[config.mk]
export PLATFORM = sky130hd
export DESIGN_NAME = regfile_sb_flat
export DESIGN_NICKNAME = d
export VERILOG_FILES = /design/src/rtl/regfile_sb_if.sv /design/src/rtl/regfile_sb.sv /design/src/flat_wrapper.sv
export SDC_FILE = /design/constraint.sdc
export NUM_CORES = 2
export LEC_CHECK = 0
export BUFFER_PORTS_ARGS = -buffer_cell sky130_fd_sc_hd__buf_2
export CAP_MARGIN = 30
export CORE_UTILIZATION = 45
export CTS_CLUSTER_DIAMETER = 60
export DETAILED_ROUTE_END_ITERATION = 6
export PLACE_DENSITY = 0.57
export RECOVER_POWER = 50
export SETUP_SLACK_MARGIN = 0.05
export SLEW_MARGIN = 20
export SYNTH_ARGS = -nofsm -noshare
export SYNTH_HDL_FRONTEND = slang
export SYNTH_SLANG_ARGS = --single-unit
[constraint.sdc]
create_clock -name clk -period 7.75 [get_ports clk]
set_input_delay 1.1625 -clock clk [delete_from_list [all_inputs] [get_ports clk]]
set_output_delay 1.1625 -clock clk [all_outputs]
set_load 0.01 [all_outputs]
[src/rtl/regfile_sb_if.sv]
// Bus bundle for regfile_sb: write-back, issue reservation and packed read ports.
interface regfile_sb_if #(
  parameter int DATA_WIDTH = 32,
  parameter int DEPTH      = 32,
  parameter int ADDR_WIDTH = 5,
  parameter int NUM_READ   = 2
);
  localparam int PEND_WIDTH = $clog2(DEPTH + 1);

  logic                           write_in;
  logic [ADDR_WIDTH-1:0]          write_addr_in;
  logic [DATA_WIDTH-1:0]          write_data_in;
  logic                           reserve_in;
  logic [ADDR_WIDTH-1:0]          reserve_addr_in;
  logic [NUM_READ*ADDR_WIDTH-1:0] read_addr_in;
  logic [NUM_READ*DATA_WIDTH-1:0] read_data_out;
  logic [NUM_READ-1:0]            read_busy_out;
  logic [PEND_WIDTH-1:0]          pending_out;

  modport master (
    output write_in, write_addr_in, write_data_in,
    output reserve_in, reserve_addr_in, read_addr_in,
    input  read_data_out, read_busy_out, pending_out
  );

  modport slave (
    input  write_in, write_addr_in, write_data_in,
    input  reserve_in, reserve_addr_in, read_addr_in,
    output read_data_out, read_busy_out, pending_out
  );
endinterface

[src/rtl/regfile_sb.sv]
// Multi-port integer register file with per-entry busy scoreboard,
// optional write-to-read bypass and optional hardwired-zero entry 0.
module regfile_sb #(
  parameter int DATA_WIDTH = 32,
  parameter int DEPTH      = 32,
  parameter int ADDR_WIDTH = 5,
  parameter int NUM_READ   = 2,
  parameter bit ZERO_REG   = 1'b1,
  parameter bit BYPASS     = 1'b1
) (
  input  logic         clk,
  input  logic         reset,
  input  logic         debugen_in,
  regfile_sb_if.slave  bus
);
  localparam int          PEND_WIDTH = $clog2(DEPTH + 1);
  localparam int unsigned DEPTH_U    = DEPTH;

  logic [DATA_WIDTH-1:0] r_mem [DEPTH];
  logic [DEPTH-1:0]      r_busy;
  logic [PEND_WIDTH-1:0] r_pending;

  logic [DEPTH-1:0]      w_busy_nxt;
  logic [PEND_WIDTH-1:0] w_pending_nxt;
  logic                  w_wr_ok;
  logic                  w_rsv_ok;
  logic                  w_unused_debug;

  // Trace output is a simulation concern; the strobe has no hardware effect.
  assign w_unused_debug = debugen_in;

  function automatic logic addr_ok(input logic [ADDR_WIDTH-1:0] a);
    return (32'(a) < DEPTH_U) && !(ZERO_REG && (a == '0));
  endfunction

  assign w_wr_ok  = bus.write_in   && addr_ok(bus.write_addr_in);
  assign w_rsv_ok = bus.reserve_in && addr_ok(bus.reserve_addr_in);

  // Reserve is applied after the write so a same-address issue keeps the entry busy.
  always_comb begin
    w_busy_nxt = r_busy;
    if (w_wr_ok)  w_busy_nxt[bus.write_addr_in]   = 1'b0;
    if (w_rsv_ok) w_busy_nxt[bus.reserve_addr_in] = 1'b1;
  end

  always_comb begin
    w_pending_nxt = '0;
    for (int unsigned i = 0; i < DEPTH_U; i++)
      w_pending_nxt = w_pending_nxt + PEND_WIDTH'(w_busy_nxt[i]);
  end

  always_ff @(posedge clk) begin
    if (reset) begin
      for (int unsigned i = 0; i < DEPTH_U; i++) r_mem[i] <= '0;
      r_busy    <= '0;
      r_pending <= '0;
    end else begin
      if (w_wr_ok) r_mem[bus.write_addr_in] <= bus.write_data_in;
      r_busy    <= w_busy_nxt;
      r_pending <= w_pending_nxt;
    end
  end

  assign bus.pending_out = r_pending;

  always_comb begin
    logic [ADDR_WIDTH-1:0] w_ra;
    bus.read_data_out = '0;
    bus.read_busy_out = '0;
    for (int unsigned p = 0; p < NUM_READ; p++) begin
      w_ra = bus.read_addr_in[p*ADDR_WIDTH +: ADDR_WIDTH];
      if (!addr_ok(w_ra)) begin
        bus.read_data_out[p*DATA_WIDTH +: DATA_WIDTH] = '0;
        bus.read_busy_out[p]                          = 1'b0;
      end else if (BYPASS && bus.write_in && (bus.write_addr_in == w_ra)) begin
        bus.read_data_out[p*DATA_WIDTH +: DATA_WIDTH] = bus.write_data_in;
        bus.read_busy_out[p] = bus.reserve_in && (bus.reserve_addr_in == w_ra);
      end else begin
        bus.read_data_out[p*DATA_WIDTH +: DATA_WIDTH] = r_mem[w_ra];
        bus.read_busy_out[p]                          = r_busy[w_ra];
      end
    end
  end
endmodule

[src/flat_wrapper.sv]
// flat-port wrapper written by rule: the top's interface ports become plain ports
module regfile_sb_flat 
#(
  parameter int DATA_WIDTH = 32,
  parameter int DEPTH      = 32,
  parameter int ADDR_WIDTH = 5,
  parameter int NUM_READ   = 2,
  parameter bit ZERO_REG   = 1'b1,
  parameter bit BYPASS     = 1'b1
)
  (clk, reset, debugen_in, bus_write_in, bus_write_addr_in, bus_write_data_in, bus_reserve_in, bus_reserve_addr_in, bus_read_addr_in, bus_read_data_out, bus_read_busy_out, bus_pending_out);
  regfile_sb_if #(.DATA_WIDTH(DATA_WIDTH), .DEPTH(DEPTH), .ADDR_WIDTH(ADDR_WIDTH), .NUM_READ(NUM_READ)) bus_i ();
  input  logic clk;
  input  logic reset;
  input  logic debugen_in;
  input wire logic [$bits(bus_i.write_in)-1:0] bus_write_in;
  input wire logic [$bits(bus_i.write_addr_in)-1:0] bus_write_addr_in;
  input wire logic [$bits(bus_i.write_data_in)-1:0] bus_write_data_in;
  input wire logic [$bits(bus_i.reserve_in)-1:0] bus_reserve_in;
  input wire logic [$bits(bus_i.reserve_addr_in)-1:0] bus_reserve_addr_in;
  input wire logic [$bits(bus_i.read_addr_in)-1:0] bus_read_addr_in;
  output wire logic [$bits(bus_i.read_data_out)-1:0] bus_read_data_out;
  output wire logic [$bits(bus_i.read_busy_out)-1:0] bus_read_busy_out;
  output wire logic [$bits(bus_i.pending_out)-1:0] bus_pending_out;
  assign bus_i.write_in = bus_write_in;
  assign bus_i.write_addr_in = bus_write_addr_in;
  assign bus_i.write_data_in = bus_write_data_in;
  assign bus_i.reserve_in = bus_reserve_in;
  assign bus_i.reserve_addr_in = bus_reserve_addr_in;
  assign bus_i.read_addr_in = bus_read_addr_in;
  assign bus_read_data_out = bus_i.read_data_out;
  assign bus_read_busy_out = bus_i.read_busy_out;
  assign bus_pending_out = bus_i.pending_out;
  regfile_sb #(.DATA_WIDTH(DATA_WIDTH), .DEPTH(DEPTH), .ADDR_WIDTH(ADDR_WIDTH), .NUM_READ(NUM_READ), .ZERO_REG(ZERO_REG), .BYPASS(BYPASS)) u_core (.clk(clk), .reset(reset), .debugen_in(debugen_in), .bus(bus_i));
endmodule
; ---- After elaboration in Yosys (flattened, before gate mapping)
; Memories as Yosys holds them, arrays and structs flattened.
; Cells that the tools add are included.
[classes]
order_cmp = 6
n_reduce_logical = 15
muxes = 26
n_eq_ne = 4
bitwise_logic = 3
add_sub_neg = 31
[op_table]
columns = op, n
row1 = $mux W32, 7
row2 = $add A6 B1 Y6, 30
row3 = $and A32 B32 Y32, 1
row4 = $not A32 Y32, 1
row5 = $or A32 B32 Y32, 1
row6 = $reduce_or A32 Y1, 1
row7 = $lt A5 B6 Y1 const B, 4
row8 = $eq A5 B5 Y1, 4
row9 = $logic_not A5 Y1, 4
row10 = $mux W1, 14
row11 = $bmux W1 S5, 2
row12 = $demux W1 S5, 2
row13 = $ge A5 B1 Y1 const B, 2
row14 = $logic_and A1 B1 Y1, 8
row15 = $mux W5, 1
row16 = $add A1 B1 Y2, 1
row17 = $logic_not A1 Y1, 2
[totals]
output_inout_bits = 72
ram_bits = 1024
wordCells = 88
n_memories = 1
reg_bits = 38
[mem_list]
columns = name, words, word_bits, read_ports, rd_clocked_by_memory_dff, write_ports, line
row1 = u_core.r_mem, 32, 32, 2, 0, 32, regfile_sb.sv:19  ; logic [DATA_WIDTH-1:0] r_mem [DEPTH];

; ---- Depth between registers and ports, before layout
[logic_depth]
ltp_word = 40
depth_mapped = 22
depth_no_buf = 21

; ---- Worst setup path after synthesis
; Ideal clock, no wire load.
[synth_timing]
path_type = input port to flip-flop
startpoint = input bus_write_addr_in[4]
endpoint = register u_core.r_pending[4], in the netlist u_core.bus.pending_out[4]
path_slack_ps = 1089
cell_stages = 22
setup_ps = 128
t_required_ps = 7622
t_arrival_ps = 6533
path_cell_list = clkbuf_1 > clkbuf_1 > nor3_1 > nand3_1 > a22o_1 > ha_1 > fa_1 > inv_1 > fa_1 > fa_1 > fa_1 > fa_1 > inv_1 > fa_1 > fa_1 > inv_1 > fa_1 > inv_1 > a21o_1 > a21oi_1 > xor2_1 > nor2_1
[synth_between]
elab_chain_cells = 40
elab_cells_between_ends = 44
[synth_rtl]
columns = element, line
row1 = "start, declared", flat_wrapper.sv:17  ; input wire logic [$bits(bus_i.write_addr_in)-1:0] bus_write_addr_in;
row2 = $lt A5 B6 Y1 (not written as such) or $ge A5 B1 Y1 (tied branches), regfile_sb.sv:42  ; if (w_wr_ok) w_busy_nxt[bus.write_addr_in] = 1'b0;
row3 = $logic_and A1 B1 Y1 (not written as such), regfile_sb.sv:42
row4 = $mux W1 (not written as such), regfile_sb.sv:42
row5 = $demux W1 S5, --
row6 = $not A32 Y32 (no source line), --
row7 = $and A32 B32 Y32 (no source line), --
row8 = $mux W32 (*), regfile_sb.sv:42
row9 = $or A32 B32 Y32 (no source line), --
row10 = $mux W32 (*), regfile_sb.sv:43  ; if (w_rsv_ok) w_busy_nxt[bus.reserve_addr_in] = 1'b1;
row11 = via u_core.w_busy_nxt[1], regfile_sb.sv:23  ; logic [DEPTH-1:0] w_busy_nxt;
row12 = $add A1 B1 Y2 (*), regfile_sb.sv:49  ; w_pending_nxt = w_pending_nxt + PEND_WIDTH'(w_busy_nxt[i]);
row13 = $add A6 B1 Y6 (*) (30 in series), regfile_sb.sv:49
row14 = "end signal, assigned", regfile_sb.sv:60  ; r_pending <= w_pending_nxt;
row15 = "end, declared", regfile_sb.sv:21  ; logic [PEND_WIDTH-1:0] r_pending;
; Mark *: on every way through the listed nets, which the timed path passes. The rest lies on a longest branch.
; A chain may end at the register's enable or synchronous reset.

==> summary.txt <==
GP Congestion - 0.921
Die H - 362 µm
Post-Synthesis Cells - 4029
Compound-Gate Fraction of Synth Area - 5.81%
Final number of hold-violating endpoints - 0
Worst Setup Start Kind - primary input
Worst-Margin Slew - 3.85 ns
Vias/cell - 6.66
Status - finished, violations left
GR Overflow Total - 0
Synth top area cells - edfxtp_1 (53%), mux4_2 (17%), and2_1 (11%)
Core area - 128000 µm²
Post-route cell area - 64500 µm²
RR Endpoint - u_core.bus.pending_out[4]$_SDFF_PP0_
CP Data Required Time - 8.06 ns
Area Overhead vs Synth - 10.8%
Drt wl/cell - 39.4 µm
Hold buffers post-CTS - 0
Vias post-DR - 39100
Simple-gate area share of the yosys netlist - 13.2%
Pre-CTS WS - 0.626 ns
FF-to-FF Start - u_core.r_busy[1]$_SDFF_PP0_
Hold Crit Class - reg2reg
Layout cells sized above 1 - 21.9%
Setup slack after layout - 0.475 ns
Min-delay src - u_core.r_busy[3]$_SDFF_PP0_
WHS Path Cells - 2
Headroom to the max-slew limit - -157%
Post-synthesis async set-or-reset flop share - 0%
Initial antenna violation count - 35
Area leader, netlist - edfxtp_1
CTS clk-pin slew, worst paths - 0.06 ns
Final period demand of the worst path - 7.27 ns
Critical path arrival - 7.58 ns
Final setup viols - 0
Cells after DPL - 5622
Detailed placement HPWL - 129000 µm
CTS tree - done
Largest family of logic cells by synthesized area - multiplexers
Setup bufs post-CTS - 0
Sequential-to-total area share from yosys stat - 54.1%
Post-synthesis mux area share - 22.0%
Failing checks - design-rule violations, max-capacitance violations, max-slew violations
Adder-cell share of the synthesized area - 0.997%
Top Ports - 129
Post-CTS sizing - 0
Post-synthesis sequential element count - 1062
Vias in the first global route - 38100
Max Cap Violations - 46
Fmax - 0.137 GHz
Die area - 131000 µm²
Pre-Repair DR Iteration Count - 7
CP Class - in2reg
H-tree depth - 3
Post-synth EDFFs - 1024
Num rows - 131
Clock buffer depth - 3
Syn. warnings - 0
Worst Skew - 0.00741 ns
# clock sinks - 1062
IO buf count - 127
Avg Inst Size Synth - 14.5 µm²
CP Launch Point - reset
Fin Setup TNS - 0 ns
DRT Wirelength - 231000 µm
Total GRT Usage - 35.2%
Worst skew pair latency - 0.74 ns
Iter 0 DRT Violations - 6393
Max-slew violations - 1108
Commonest cells post-synth - edfxtp_1 (1024), and2_1 (998), mux4_2 (445), clkbuf_1 (284), mux2i_1 (268)
Worst VDD drop - 0.000180 V
Worst setup EP type - flip-flop
Largest net degree at the start of global routing - 104
# DRC - 8
Placed cell area - 60900 µm²
Cts bufs inserted - 121
First-pass GRT wire length - 314000 µm
Register-to-Register Path Depth - 18
Final #Nets - 4109
Number of routed nets with antenna violations - 0
Hold_ws - 0.494 ns
Die width - 362 µm
Synth Area in XOR/XNOR - 0.331%
Pwr dens - 223 nW/µm²
Unique masters post-synth - 60
Cell with the most instances after synthesis - edfxtp_1
Hold endpoint - u_core.r_busy[3]$_SDFF_PP0_
Reg2reg setup slack - 2.39 ns
Final period util - 93.9%
Primary FF master, synth - edfxtp_1
Leakage - 0.0227 µW
RSZ-0062 raised after global routing - false
Root Driver - clkbuf_16
Synth top area share - 52.8%
Starting Density - 45.5%
CP max FO - 39
Mapped Area - 58200 µm²
Layout Cells excl Fill - 5863
## state kept, by name, indices dropped and copies added, names as in the netlist
name,flops
u_core.r_mem,1024
u_core.r_busy,32
u_core.bus.pending_out,6
## cell type report
cell class	count	area (µm²)
clock inverter	59	558
multi-input combinational	2544	25000
timing repair buffer	261	1880
tap	1729	2160
sequential	1062	31500
clock buffer	163	3310
antenna	15	37.5
inverter	30	116
fill	10700	63500
## per-layer routing
layer / routed length [µm] / GRT usage [%] / up-vias
met4: 10400 / 15.8 / 12
met3: 25300 / 7.74 / 543
met1: 87600 / 47.0 / 20400
li1: - / - / 15500
met2: 108000 / 55.2 / 2627
met5: 69 / 0 / -
## worst max path at each step
stage	to	slack, ns	cells after the start
2_1_floorplan	u_core.bus.pending_out[4]$_SDFF_PP0_	1.09	22
3_3_place_gp	u_core.bus.pending_out[4]$_SDFF_PP0_	0.58	22
3_5_place_dp	u_core.bus.pending_out[4]$_SDFF_PP0_	0.63	22
4_1_cts	u_core.bus.pending_out[4]$_SDFF_PP0_	1.36	22
5_1_grt	u_core.bus.pending_out[4]$_SDFF_PP0_	0.57	22
6_report	u_core.r_mem[11][22]$_SDFFCE_PN0P_	0.48	4
## logic make-up (layout without fill, tap and decap cells)
group	after synthesis	count (layout)
xor gates and xnor gates	22	22
muxes	723	723
other	1	47
buffers and inverters	454	513
adders and majority gates	32	32
and+or+nand+nor	1296	1296
AOI/OAI and AO/OA	439	439
DFF	1062	1062
## stage by stage
step | total power [µW] | util, %
floorplan | 7970 | -
global placement | 8730 | 47.4
detailed placement | 8760 | 47.6
CTS | 14400 | 50.6
global route | 14700 | 50.4
finish | 14400 | 50.4
## power by group
group / leakage [µW] / internal [µW] / total [µW] / switching (µW)
combinational: 0.0107 / 723 / 1910 / 1180
clock: 0.00189 / 3300 / 5710 / 2410
sequential: 0.0101 / 6630 / 6780 / 151
total: 0.0227 / 10700 / 14400 / 3740
## critical path: stages
cell            delay, ns
clkbuf_1             1.01
clkbuf_1             2.27
nand2b_1             1.38
dlymetal6s4s_1       1.63
## cell usage in the layout, fill, tap and decap left out, drive strengths merged, types with 41 or more instances in the layout
cell type  instances
edfxtp          1024
and2             998
mux4             445
mux2i            268
buf              234
clkbuf           188
nor2              96
a221oi            89
nand2             80
a21o              53
a22oi             50
a222oi            49
clkinv            41
Note: power is estimated with default switching activity, not from simulation.
